### src/rtl/axi_read_arbiter_pkg.sv
// ============================================================================
// axi_read_arbiter_pkg : shared AXI constants, requester ids and FSM states
// Rev 1.0
// ============================================================================
`default_nettype none

package axi_read_arbiter_pkg;

   localparam logic [1:0] BURST_INCR  = 2'b01;

   localparam logic [1:0] RESP_OKAY   = 2'b00;
   localparam logic [1:0] RESP_EXOKAY = 2'b01;
   localparam logic [1:0] RESP_SLVERR = 2'b10;
   localparam logic [1:0] RESP_DECERR = 2'b11;

   localparam int unsigned ID_INST = 0;
   localparam int unsigned ID_DATA = 1;

   typedef enum logic [1:0] {
      IDLE = 2'd0,
      ADDR = 2'd1,
      DATA = 2'd2
   } state_t;

endpackage

`default_nettype wire

### src/rtl/axi_read_arbiter_if.sv
// ============================================================================
// axi_read_arbiter_if : requester-side and AXI-side read signals of the arbiter
// Rev 1.0
// ============================================================================
`default_nettype none

interface axi_read_arbiter_if #(
   parameter int ADDR_W = 32,
   parameter int DATA_W = 32,
   parameter int ID_W   = 4
) ();

   logic              inst_arvalid;
   logic              inst_arready;
   logic [ADDR_W-1:0] inst_araddr;
   logic [7:0]        inst_arlen;
   logic [2:0]        inst_arsize;
   logic              inst_rvalid;
   logic              inst_rready;

   logic              data_arvalid;
   logic              data_arready;
   logic [ADDR_W-1:0] data_araddr;
   logic [7:0]        data_arlen;
   logic [2:0]        data_arsize;
   logic              data_rvalid;
   logic              data_rready;

   logic [DATA_W-1:0] req_rdata;
   logic [1:0]        req_rresp;
   logic              req_rlast;

   logic [ID_W-1:0]   arid;
   logic [ADDR_W-1:0] araddr;
   logic [7:0]        arlen;
   logic [2:0]        arsize;
   logic [1:0]        arburst;
   logic              arvalid;
   logic              arready;
   logic [ID_W-1:0]   rid;
   logic [DATA_W-1:0] rdata;
   logic [1:0]        rresp;
   logic              rlast;
   logic              rvalid;
   logic              rready;

   logic              protocol_err;

   // The arbiter is the AXI master towards the pins.
   modport master (
      input  inst_arvalid, inst_araddr, inst_arlen, inst_arsize, inst_rready,
      input  data_arvalid, data_araddr, data_arlen, data_arsize, data_rready,
      input  arready, rid, rdata, rresp, rlast, rvalid,
      output inst_arready, inst_rvalid, data_arready, data_rvalid,
      output req_rdata, req_rresp, req_rlast,
      output arid, araddr, arlen, arsize, arburst, arvalid, rready,
      output protocol_err
   );

   modport slave (
      output inst_arvalid, inst_araddr, inst_arlen, inst_arsize, inst_rready,
      output data_arvalid, data_araddr, data_arlen, data_arsize, data_rready,
      output arready, rid, rdata, rresp, rlast, rvalid,
      input  inst_arready, inst_rvalid, data_arready, data_rvalid,
      input  req_rdata, req_rresp, req_rlast,
      input  arid, araddr, arlen, arsize, arburst, arvalid, rready,
      input  protocol_err
   );

endinterface

`default_nettype wire

### src/rtl/axi_read_arbiter_rr_arbiter2.sv
// ============================================================================
// rr_arbiter2 : two-way round-robin picker; req[0]=inst, req[1]=data
// Rev 1.0
// ============================================================================
`default_nettype none

module rr_arbiter2 (
   input  logic       clock,
   input  logic       reset,
   input  logic [1:0] req,
   input  logic       update,
   output logic [1:0] gnt
);

   // 0 = inst won last, 1 = data won last
   logic last_grant_q;
   logic last_grant_d;

   always_comb begin
      gnt = 2'b00;
      case (req)
         2'b01:   gnt = 2'b01;
         2'b10:   gnt = 2'b10;
         2'b11:   gnt = last_grant_q ? 2'b01 : 2'b10;
         default: gnt = 2'b00;
      endcase
   end

   always_comb begin
      last_grant_d = last_grant_q;
      if (update && (gnt != 2'b00)) begin
         last_grant_d = gnt[1];
      end
   end

   always_ff @(posedge clock) begin
      if (reset) begin
         last_grant_q <= 1'b0;
      end else begin
         last_grant_q <= last_grant_d;
      end
   end

endmodule

`default_nettype wire

### src/rtl/axi_read_arbiter.sv
// ============================================================================
// axi_read_arbiter : shares one AXI read channel between icache and dcache
// Rev 1.0
// ============================================================================
`default_nettype none

module axi_read_arbiter
   import axi_read_arbiter_pkg::*;
#(
   parameter int ADDR_W = 32,
   parameter int ID_W   = 4
) (
   input  logic               clock,
   input  logic               reset,
   axi_read_arbiter_if.master bus
);

   state_t            state_q,    state_d;
   logic [ID_W-1:0]   arid_q,     arid_d;
   logic [ADDR_W-1:0] araddr_q,   araddr_d;
   logic [7:0]        arlen_q,    arlen_d;
   logic [2:0]        arsize_q,   arsize_d;
   logic [7:0]        beat_cnt_q, beat_cnt_d;
   logic              err_q,      err_d;

   logic [1:0] gnt;
   logic       grant_en;
   logic       owner_data;
   logic       owner_rready;
   logic       inst_arready, data_arready, inst_rvalid, data_rvalid, arvalid;

   rr_arbiter2 u_rr (
      .clock  (clock),
      .reset  (reset),
      .req    ({bus.data_arvalid, bus.inst_arvalid}),
      .update (grant_en),
      .gnt    (gnt)
   );

   assign owner_data = (arid_q == ID_W'(ID_DATA));

   always_comb begin
      state_d      = state_q;
      arid_d       = arid_q;
      araddr_d     = araddr_q;
      arlen_d      = arlen_q;
      arsize_d     = arsize_q;
      beat_cnt_d   = beat_cnt_q;
      err_d        = err_q;
      grant_en     = 1'b0;
      inst_arready = 1'b0;
      data_arready = 1'b0;
      inst_rvalid  = 1'b0;
      data_rvalid  = 1'b0;
      arvalid      = 1'b0;
      owner_rready = 1'b0;
      case (state_q)
         IDLE: begin
            if (gnt != 2'b00) begin
               grant_en     = 1'b1;
               inst_arready = gnt[0];
               data_arready = gnt[1];
               arid_d       = gnt[1] ? ID_W'(ID_DATA) : ID_W'(ID_INST);
               araddr_d     = gnt[1] ? bus.data_araddr : bus.inst_araddr;
               arlen_d      = gnt[1] ? bus.data_arlen  : bus.inst_arlen;
               arsize_d     = gnt[1] ? bus.data_arsize : bus.inst_arsize;
               beat_cnt_d   = 8'd0;
               state_d      = ADDR;
            end
         end
         ADDR: begin
            arvalid = 1'b1;
            if (bus.arready) begin
               state_d = DATA;
            end
         end
         DATA: begin
            owner_rready = owner_data ? bus.data_rready : bus.inst_rready;
            inst_rvalid  = !owner_data && bus.rvalid;
            data_rvalid  = owner_data && bus.rvalid;
            if (bus.rvalid && owner_rready) begin
               beat_cnt_d = beat_cnt_q + 8'd1;
               // Bad beats are still forwarded; only rlast ends the burst.
               if ((bus.rid != arid_q) || (bus.rlast != (beat_cnt_q == arlen_q))) begin
                  err_d = 1'b1;
               end
               if (bus.rlast) begin
                  state_d = IDLE;
               end
            end
         end
         default: state_d = IDLE;
      endcase
   end

   always_ff @(posedge clock) begin
      if (reset) begin
         state_q    <= IDLE;
         arid_q     <= '0;
         araddr_q   <= '0;
         arlen_q    <= '0;
         arsize_q   <= '0;
         beat_cnt_q <= '0;
         err_q      <= 1'b0;
      end else begin
         state_q    <= state_d;
         arid_q     <= arid_d;
         araddr_q   <= araddr_d;
         arlen_q    <= arlen_d;
         arsize_q   <= arsize_d;
         beat_cnt_q <= beat_cnt_d;
         err_q      <= err_d;
      end
   end

   assign bus.inst_arready = inst_arready;
   assign bus.data_arready = data_arready;
   assign bus.inst_rvalid  = inst_rvalid;
   assign bus.data_rvalid  = data_rvalid;
   assign bus.arvalid      = arvalid;
   assign bus.rready       = owner_rready;
   assign bus.arid         = arid_q;
   assign bus.araddr       = araddr_q;
   assign bus.arlen        = arlen_q;
   assign bus.arsize       = arsize_q;
   assign bus.arburst      = BURST_INCR;
   assign bus.req_rdata    = bus.rdata;
   assign bus.req_rresp    = bus.rresp;
   assign bus.req_rlast    = bus.rlast;
   assign bus.protocol_err = err_q;

endmodule

`default_nettype wire

### src/flat_wrapper.sv
// flat-port wrapper written by rule: the top's interface ports become plain ports
module axi_read_arbiter_flat import axi_read_arbiter_pkg::*;
#(
   parameter int ADDR_W = 32,
   parameter int ID_W   = 4
)
  (clock, reset, bus_inst_arvalid, bus_inst_araddr, bus_inst_arlen, bus_inst_arsize, bus_inst_rready, bus_data_arvalid, bus_data_araddr, bus_data_arlen, bus_data_arsize, bus_data_rready, bus_arready, bus_rid, bus_rdata, bus_rresp, bus_rlast, bus_rvalid, bus_inst_arready, bus_inst_rvalid, bus_data_arready, bus_data_rvalid, bus_req_rdata, bus_req_rresp, bus_req_rlast, bus_arid, bus_araddr, bus_arlen, bus_arsize, bus_arburst, bus_arvalid, bus_rready, bus_protocol_err);
  axi_read_arbiter_if #(.ADDR_W(ADDR_W), .DATA_W(32), .ID_W(ID_W)) bus_i ();
  input  logic clock;
  input  logic reset;
  input wire logic [$bits(bus_i.inst_arvalid)-1:0] bus_inst_arvalid;
  input wire logic [$bits(bus_i.inst_araddr)-1:0] bus_inst_araddr;
  input wire logic [$bits(bus_i.inst_arlen)-1:0] bus_inst_arlen;
  input wire logic [$bits(bus_i.inst_arsize)-1:0] bus_inst_arsize;
  input wire logic [$bits(bus_i.inst_rready)-1:0] bus_inst_rready;
  input wire logic [$bits(bus_i.data_arvalid)-1:0] bus_data_arvalid;
  input wire logic [$bits(bus_i.data_araddr)-1:0] bus_data_araddr;
  input wire logic [$bits(bus_i.data_arlen)-1:0] bus_data_arlen;
  input wire logic [$bits(bus_i.data_arsize)-1:0] bus_data_arsize;
  input wire logic [$bits(bus_i.data_rready)-1:0] bus_data_rready;
  input wire logic [$bits(bus_i.arready)-1:0] bus_arready;
  input wire logic [$bits(bus_i.rid)-1:0] bus_rid;
  input wire logic [$bits(bus_i.rdata)-1:0] bus_rdata;
  input wire logic [$bits(bus_i.rresp)-1:0] bus_rresp;
  input wire logic [$bits(bus_i.rlast)-1:0] bus_rlast;
  input wire logic [$bits(bus_i.rvalid)-1:0] bus_rvalid;
  output wire logic [$bits(bus_i.inst_arready)-1:0] bus_inst_arready;
  output wire logic [$bits(bus_i.inst_rvalid)-1:0] bus_inst_rvalid;
  output wire logic [$bits(bus_i.data_arready)-1:0] bus_data_arready;
  output wire logic [$bits(bus_i.data_rvalid)-1:0] bus_data_rvalid;
  output wire logic [$bits(bus_i.req_rdata)-1:0] bus_req_rdata;
  output wire logic [$bits(bus_i.req_rresp)-1:0] bus_req_rresp;
  output wire logic [$bits(bus_i.req_rlast)-1:0] bus_req_rlast;
  output wire logic [$bits(bus_i.arid)-1:0] bus_arid;
  output wire logic [$bits(bus_i.araddr)-1:0] bus_araddr;
  output wire logic [$bits(bus_i.arlen)-1:0] bus_arlen;
  output wire logic [$bits(bus_i.arsize)-1:0] bus_arsize;
  output wire logic [$bits(bus_i.arburst)-1:0] bus_arburst;
  output wire logic [$bits(bus_i.arvalid)-1:0] bus_arvalid;
  output wire logic [$bits(bus_i.rready)-1:0] bus_rready;
  output wire logic [$bits(bus_i.protocol_err)-1:0] bus_protocol_err;
  assign bus_i.inst_arvalid = bus_inst_arvalid;
  assign bus_i.inst_araddr = bus_inst_araddr;
  assign bus_i.inst_arlen = bus_inst_arlen;
  assign bus_i.inst_arsize = bus_inst_arsize;
  assign bus_i.inst_rready = bus_inst_rready;
  assign bus_i.data_arvalid = bus_data_arvalid;
  assign bus_i.data_araddr = bus_data_araddr;
  assign bus_i.data_arlen = bus_data_arlen;
  assign bus_i.data_arsize = bus_data_arsize;
  assign bus_i.data_rready = bus_data_rready;
  assign bus_i.arready = bus_arready;
  assign bus_i.rid = bus_rid;
  assign bus_i.rdata = bus_rdata;
  assign bus_i.rresp = bus_rresp;
  assign bus_i.rlast = bus_rlast;
  assign bus_i.rvalid = bus_rvalid;
  assign bus_inst_arready = bus_i.inst_arready;
  assign bus_inst_rvalid = bus_i.inst_rvalid;
  assign bus_data_arready = bus_i.data_arready;
  assign bus_data_rvalid = bus_i.data_rvalid;
  assign bus_req_rdata = bus_i.req_rdata;
  assign bus_req_rresp = bus_i.req_rresp;
  assign bus_req_rlast = bus_i.req_rlast;
  assign bus_arid = bus_i.arid;
  assign bus_araddr = bus_i.araddr;
  assign bus_arlen = bus_i.arlen;
  assign bus_arsize = bus_i.arsize;
  assign bus_arburst = bus_i.arburst;
  assign bus_arvalid = bus_i.arvalid;
  assign bus_rready = bus_i.rready;
  assign bus_protocol_err = bus_i.protocol_err;
  axi_read_arbiter #(.ADDR_W(ADDR_W), .ID_W(ID_W)) u_core (.clock(clock), .reset(reset), .bus(bus_i));
endmodule
### config.mk
export PLATFORM = sky130hd
export DESIGN_NAME = axi_read_arbiter_flat
export DESIGN_NICKNAME = d
export VERILOG_FILES = /design/src/rtl/axi_read_arbiter_pkg.sv /design/src/rtl/axi_read_arbiter_if.sv /design/src/rtl/axi_read_arbiter_rr_arbiter2.sv /design/src/rtl/axi_read_arbiter.sv /design/src/flat_wrapper.sv
export SDC_FILE = /design/constraint.sdc
export NUM_CORES = 1
export LEC_CHECK = 0
export BUFFER_PORTS_ARGS = -buffer_cell sky130_fd_sc_hd__buf_2
export CAP_MARGIN = 10
export CORE_AREA = 2 2 87 89
export CTS_CLUSTER_SIZE = 8
export DETAILED_ROUTE_END_ITERATION = 10
export DIE_AREA = 0 0 89 91
export PLACE_DENSITY = 0.91
export SETUP_SLACK_MARGIN = 0.4
export SYNTH_ARGS = -nofsm -noshare
export SYNTH_HDL_FRONTEND = slang
export SYNTH_SLANG_ARGS = --single-unit
export TNS_END_PERCENT = 10
### constraint.sdc
create_clock -name clock -period 4.24 [get_ports clock]
set_input_delay 0.848 -clock clock [delete_from_list [all_inputs] [get_ports clock]]
set_output_delay 0.848 -clock clock [all_outputs]
set_load 0.02 [all_outputs]
==> results <==
- At the end of the flow the core is filled with cells to 0.481.
- The sequential cell area is around 1100 um2.
- The half-perimeter wire length of the detailed placement result is 5900 um.
- For this block, the initial DRC count from the detailed router was 170.
- The min-delay analysis places its worst path in the category flip-flop to flip-flop.
- The post-route DRC violation count is 0.
- The worst register-to-register path ends at u_core.beat_cnt_q[7].
- The antenna cell count is 0.
- After clock tree synthesis, the clock-pin slew on the worst setup and hold paths is roughly 100 ps.
- Of the total power, registers draw 0.457.
- The number of pins with negative max-slew slack in the final report came to 0.
- The overall via count from detail_route is 2,610.
- The insertion delay to the later sink of the worst-skew pair is 300 ps.
- The via density per instance is 5.19.
- In the final layout, the multi-input gates occupy 1280 um2.
- The tree is rooted in a sky130_fd_sc_hd__clkbuf_8.
- The slew at the pin with the worst max-slew slack is 918 ps.
- The die covers ~8100 um2.
- The width of the die is 89 um.
- VDD sags by at most 0.145 mV.
- The worst setup path is launched from a flip-flop.
- The largest family of logic cells by synthesized area is compound AO/OA/AOI/OAI gates.
- In this run the tool buffered the top-level ports with 150 buffer cells.
- The count of nets left with antenna violations once routing finished came out at 0.
- In this run the vertical extent of the chip is 91 um.
- STA puts the critical path data required time at 3390 ps.
- The final non-filler cell total is 503.
- The total grt overflow is 0.
- For this run, asynchronously set or reset flops after synthesis account for 0.
- The maximum clock rate is 0.375 GHz.
- The top cell types in the final layout, fill and taps aside, are 150 x sky130_fd_sc_hd__buf_2, 55 x sky130_fd_sc_hd__dfxtp_1, 47 x sky130_fd_sc_hd__nor2_1, 20 x sky130_fd_sc_hd__mux2i_1, 19 x sky130_fd_sc_hd__a211oi_1.
- The analysis attributes to cell leakage a power of 0.00163 uW.
- The portion of total power attributed to the clock network is 0.272.
- The first-pass detailed-route iteration total is 5.
- Hold timing on the final database bottoms out at a slack of 496 ps.
- Of the total synthesized cell area, the portion taken by XOR and XNOR cells is 0.0411.
- The number of different library cells in the post-synthesis netlist is 41.
- Summed over all nets, the switching power comes to approximately 410 uW.
- The initial utilization of the core area, before any placement, comes to 0.388.
- CTS built an H-tree with a depth of 2.
- Setup slack on the critical path of the routed design comes to 1570 ps.
- The number of global-route vias before repair is 2,565.
- The number of fill cells in the layout is about 720.
- The run finished with clean final reports.
- The number of hold violations in the final report is 0.
- After the last flow step, the layout net total stands at 537.
- For the worst setup path, the data arrival time is 1820 ps.
- The critical path ends at bus_inst_arready.
- The count of flip-flops with a built-in enable after synthesis is 0.
- The worst hold path startpoint is u_core.bus.araddr[24].
- The standard cell core area is slightly above 7000 um2.
- The cell depth of the worst hold path is 1.
- The clock arrives with 7.91 ps of skew.
- The beginning of the worst register-to-register path is u_core.bus.arid[0].
- For the final routed database, the setup TNS stands at 0 ps.
- The number of placement rows is 31.
- The clock net in this run drives a total of between 50 and 60 sinks.
- In the finished design, the share of the clock period the worst path needs comes to 0.629.
- The relative slew slack is 0.388.
- The final weighted congestion in routability-driven placement is 0.798.
- The post-synthesis share of cell area spent on and, or, nand and nor gates is 0.163.
- Across every metal layer, demand over resource in global routing totals 0.185.
- By startpoint and endpoint, the worst setup path is classified as flip-flop to output port.
- The switching fraction of total power is 0.314.
- The complex-gate fraction of the synthesized area is 0.171.
- The post-layout minimum cycle time is between 2000 and 3000 ps.
- The slack of the worst reg-to-reg path is 2260 ps.
- Setup repair after global routing left no endpoint under its margin.
- In this run the worst path has a maximum fanout of 18.
- Of the total synthesized cell area, the portion taken by full adders, half adders and majority gates is 0.00451.
- The signed area change from the synthesized netlist to the final layout is 23.8%.
- The mapped netlist covers 2770 um2.
- The average instance in the mapped netlist occupies 9.27 um2.
- OpenSTA, run right after detailed placement, puts the worst setup slack at about 1300 ps.
- The worst setup path is captured at an output port.
- The power per standard cell area is around 380 nW/um2.
- The critical path starts at u_core.bus.arid[0].
- The number of placed I/O pins is between 200 and 250.
- The count of cells resized by post-cts repair is 0.
- The number of buffers between clock root and the deepest sink is 2.
- The final layout contains routed wiring with a total length of 7770 um.
- The post-CTS setup buffer count is 0.
- The cts-stage hold buffer count is 0.
- The most used flip-flop cell after synthesis is sky130_fd_sc_hd__dfxtp_1.
- The first-pass GRT wire length is 12,000 um.
- The most common cell after layout, fill and taps aside is sky130_fd_sc_hd__buf_2.
- Counting cells, the worst reg-to-reg path comes to 4.
- Max-cap violations in this run came to 0.
- The average routed wire per standard cell is approximately 15 um.
- Entering global routing, the biggest net connects 52 pins.
- The internal power is 905 uW.
- Measured against the total synthesized area, the mux share comes to 0.0763.
- The post-placement cell count is 494.
- Of the total power, combinational logic draws 0.271.
- For this run, the register share of the synthesized area comes to 0.397.
- The number of instances in the synthesized netlist is 299.
- Clock tree synthesis inserted a total of 5 buffers.
- The final setup violation count is 0.
- The initial antenna violation count was 0.
- The share of post-route cells with drive strength above 1 is 0.413.
- TritonCTS built the clock tree.
- The count of warnings emitted by yosys is 0.
- The synthesized design contains 55 register bits.
[through the flow]
step                cell area [um2]  power, uW
finish                         3430       1320
global route                   3430       1380
CTS                            3400       1320
detailed placement             3290        963
global placement               3290        949
floorplan                      2780        882
[final cells by class]
type / instances / share of cell area
well taps: 99 / 0.0361
inverters: 1 / 0.00109
clock buffers: 6 / 0.0241
clock inverters: 2 / 0.0102
repair buffers: 154 / 0.233
flip-flops and latches: 55 / 0.321
multi-input cells: 186 / 0.374
[cell usage after synthesis, types with 3 or more instances]
library cell / n / area share
sky130_fd_sc_hd__dfxtp_1: 55 / 0.40
sky130_fd_sc_hd__nor2_1: 47 / 0.064
sky130_fd_sc_hd__buf_4: 42 / 0.11
sky130_fd_sc_hd__mux2i_1: 20 / 0.072
sky130_fd_sc_hd__a211oi_1: 19 / 0.051
sky130_fd_sc_hd__a222oi_1: 17 / 0.061
sky130_fd_sc_hd__clkbuf_1: 9 / 0.012
sky130_fd_sc_hd__xnor2_1: 9 / 0.028
sky130_fd_sc_hd__a221o_1: 7 / 0.025
sky130_fd_sc_hd__nor3b_1: 7 / 0.019
sky130_fd_sc_hd__a21oi_1: 6 / 0.011
sky130_fd_sc_hd__buf_2: 6 / 0.011
sky130_fd_sc_hd__nand4_1: 6 / 0.014
sky130_fd_sc_hd__and2_1: 5 / 0.011
sky130_fd_sc_hd__nand2b_1: 4 / 0.0090
sky130_fd_sc_hd__xor2_1: 4 / 0.013
sky130_fd_sc_hd__nand3_1: 3 / 0.0054
sky130_fd_sc_hd__nor2b_1: 3 / 0.0068
sky130_fd_sc_hd__or4_1: 3 / 0.0081
[power by group through the flow]
stage	sequential, uW	combinational, uW	clock (uW)
after global placement	612	337	0
after global routing	609	387	381
after detailed placement	614	350	0
final	602	357	359
after CTS	603	350	364
after floorplan	662	219	0
[worst max-delay path: stages, from the launching register on]
cell and delay [ps]:
sky130_fd_sc_hd__dfxtp_1 630, sky130_fd_sc_hd__nand2b_1 180, sky130_fd_sc_hd__nand3_2 180, sky130_fd_sc_hd__clkinv_1 80, sky130_fd_sc_hd__buf_4 220, sky130_fd_sc_hd__buf_2 200
[worst min-delay path by stage]
stage | to | slack [ps]
6_report | u_core.bus.araddr[24] | 500
5_1_grt | u_core.bus.araddr[21] | 520
4_1_cts | u_core.beat_cnt_q[7] | 500
3_5_place_dp | u_core.bus.araddr[21] | 480
3_3_place_gp | u_core.bus.araddr[24] | 470
2_1_floorplan | u_core.beat_cnt_q[7] | 460
[sequential cells by signal, summed over array words and instances, names as in the netlist]
name / flops
u_core.beat_cnt_q: 8
u_core.bus.araddr: 32
u_core.bus.arid: 1
u_core.bus.arlen: 8
u_core.bus.arsize: 3
u_core.bus.protocol_err: 1
u_core.state_q: 2
[routing by layer]
layer,wire length [um],vias to the layer above,GRT usage
met3,604,24,0.0373
met4,178,0,0.0771
met2,3890,131,0.320
met5,0,-,0
li1,-,1253,-
met1,3100,1202,0.219
[kinds of logic (layout without fill, tap and decap cells)]
logic type,after synthesis,after routing
XOR/XNOR,13,13
flip-flops,55,55
AO/OA/AOI/OAI,57,57
other,2,5
adder cells (fa/ha/maj),1,1
AND/OR/NAND/NOR,89,89
buffers and inverters,61,163
multiplexers,21,21
(Power assumes the default switching activity.)
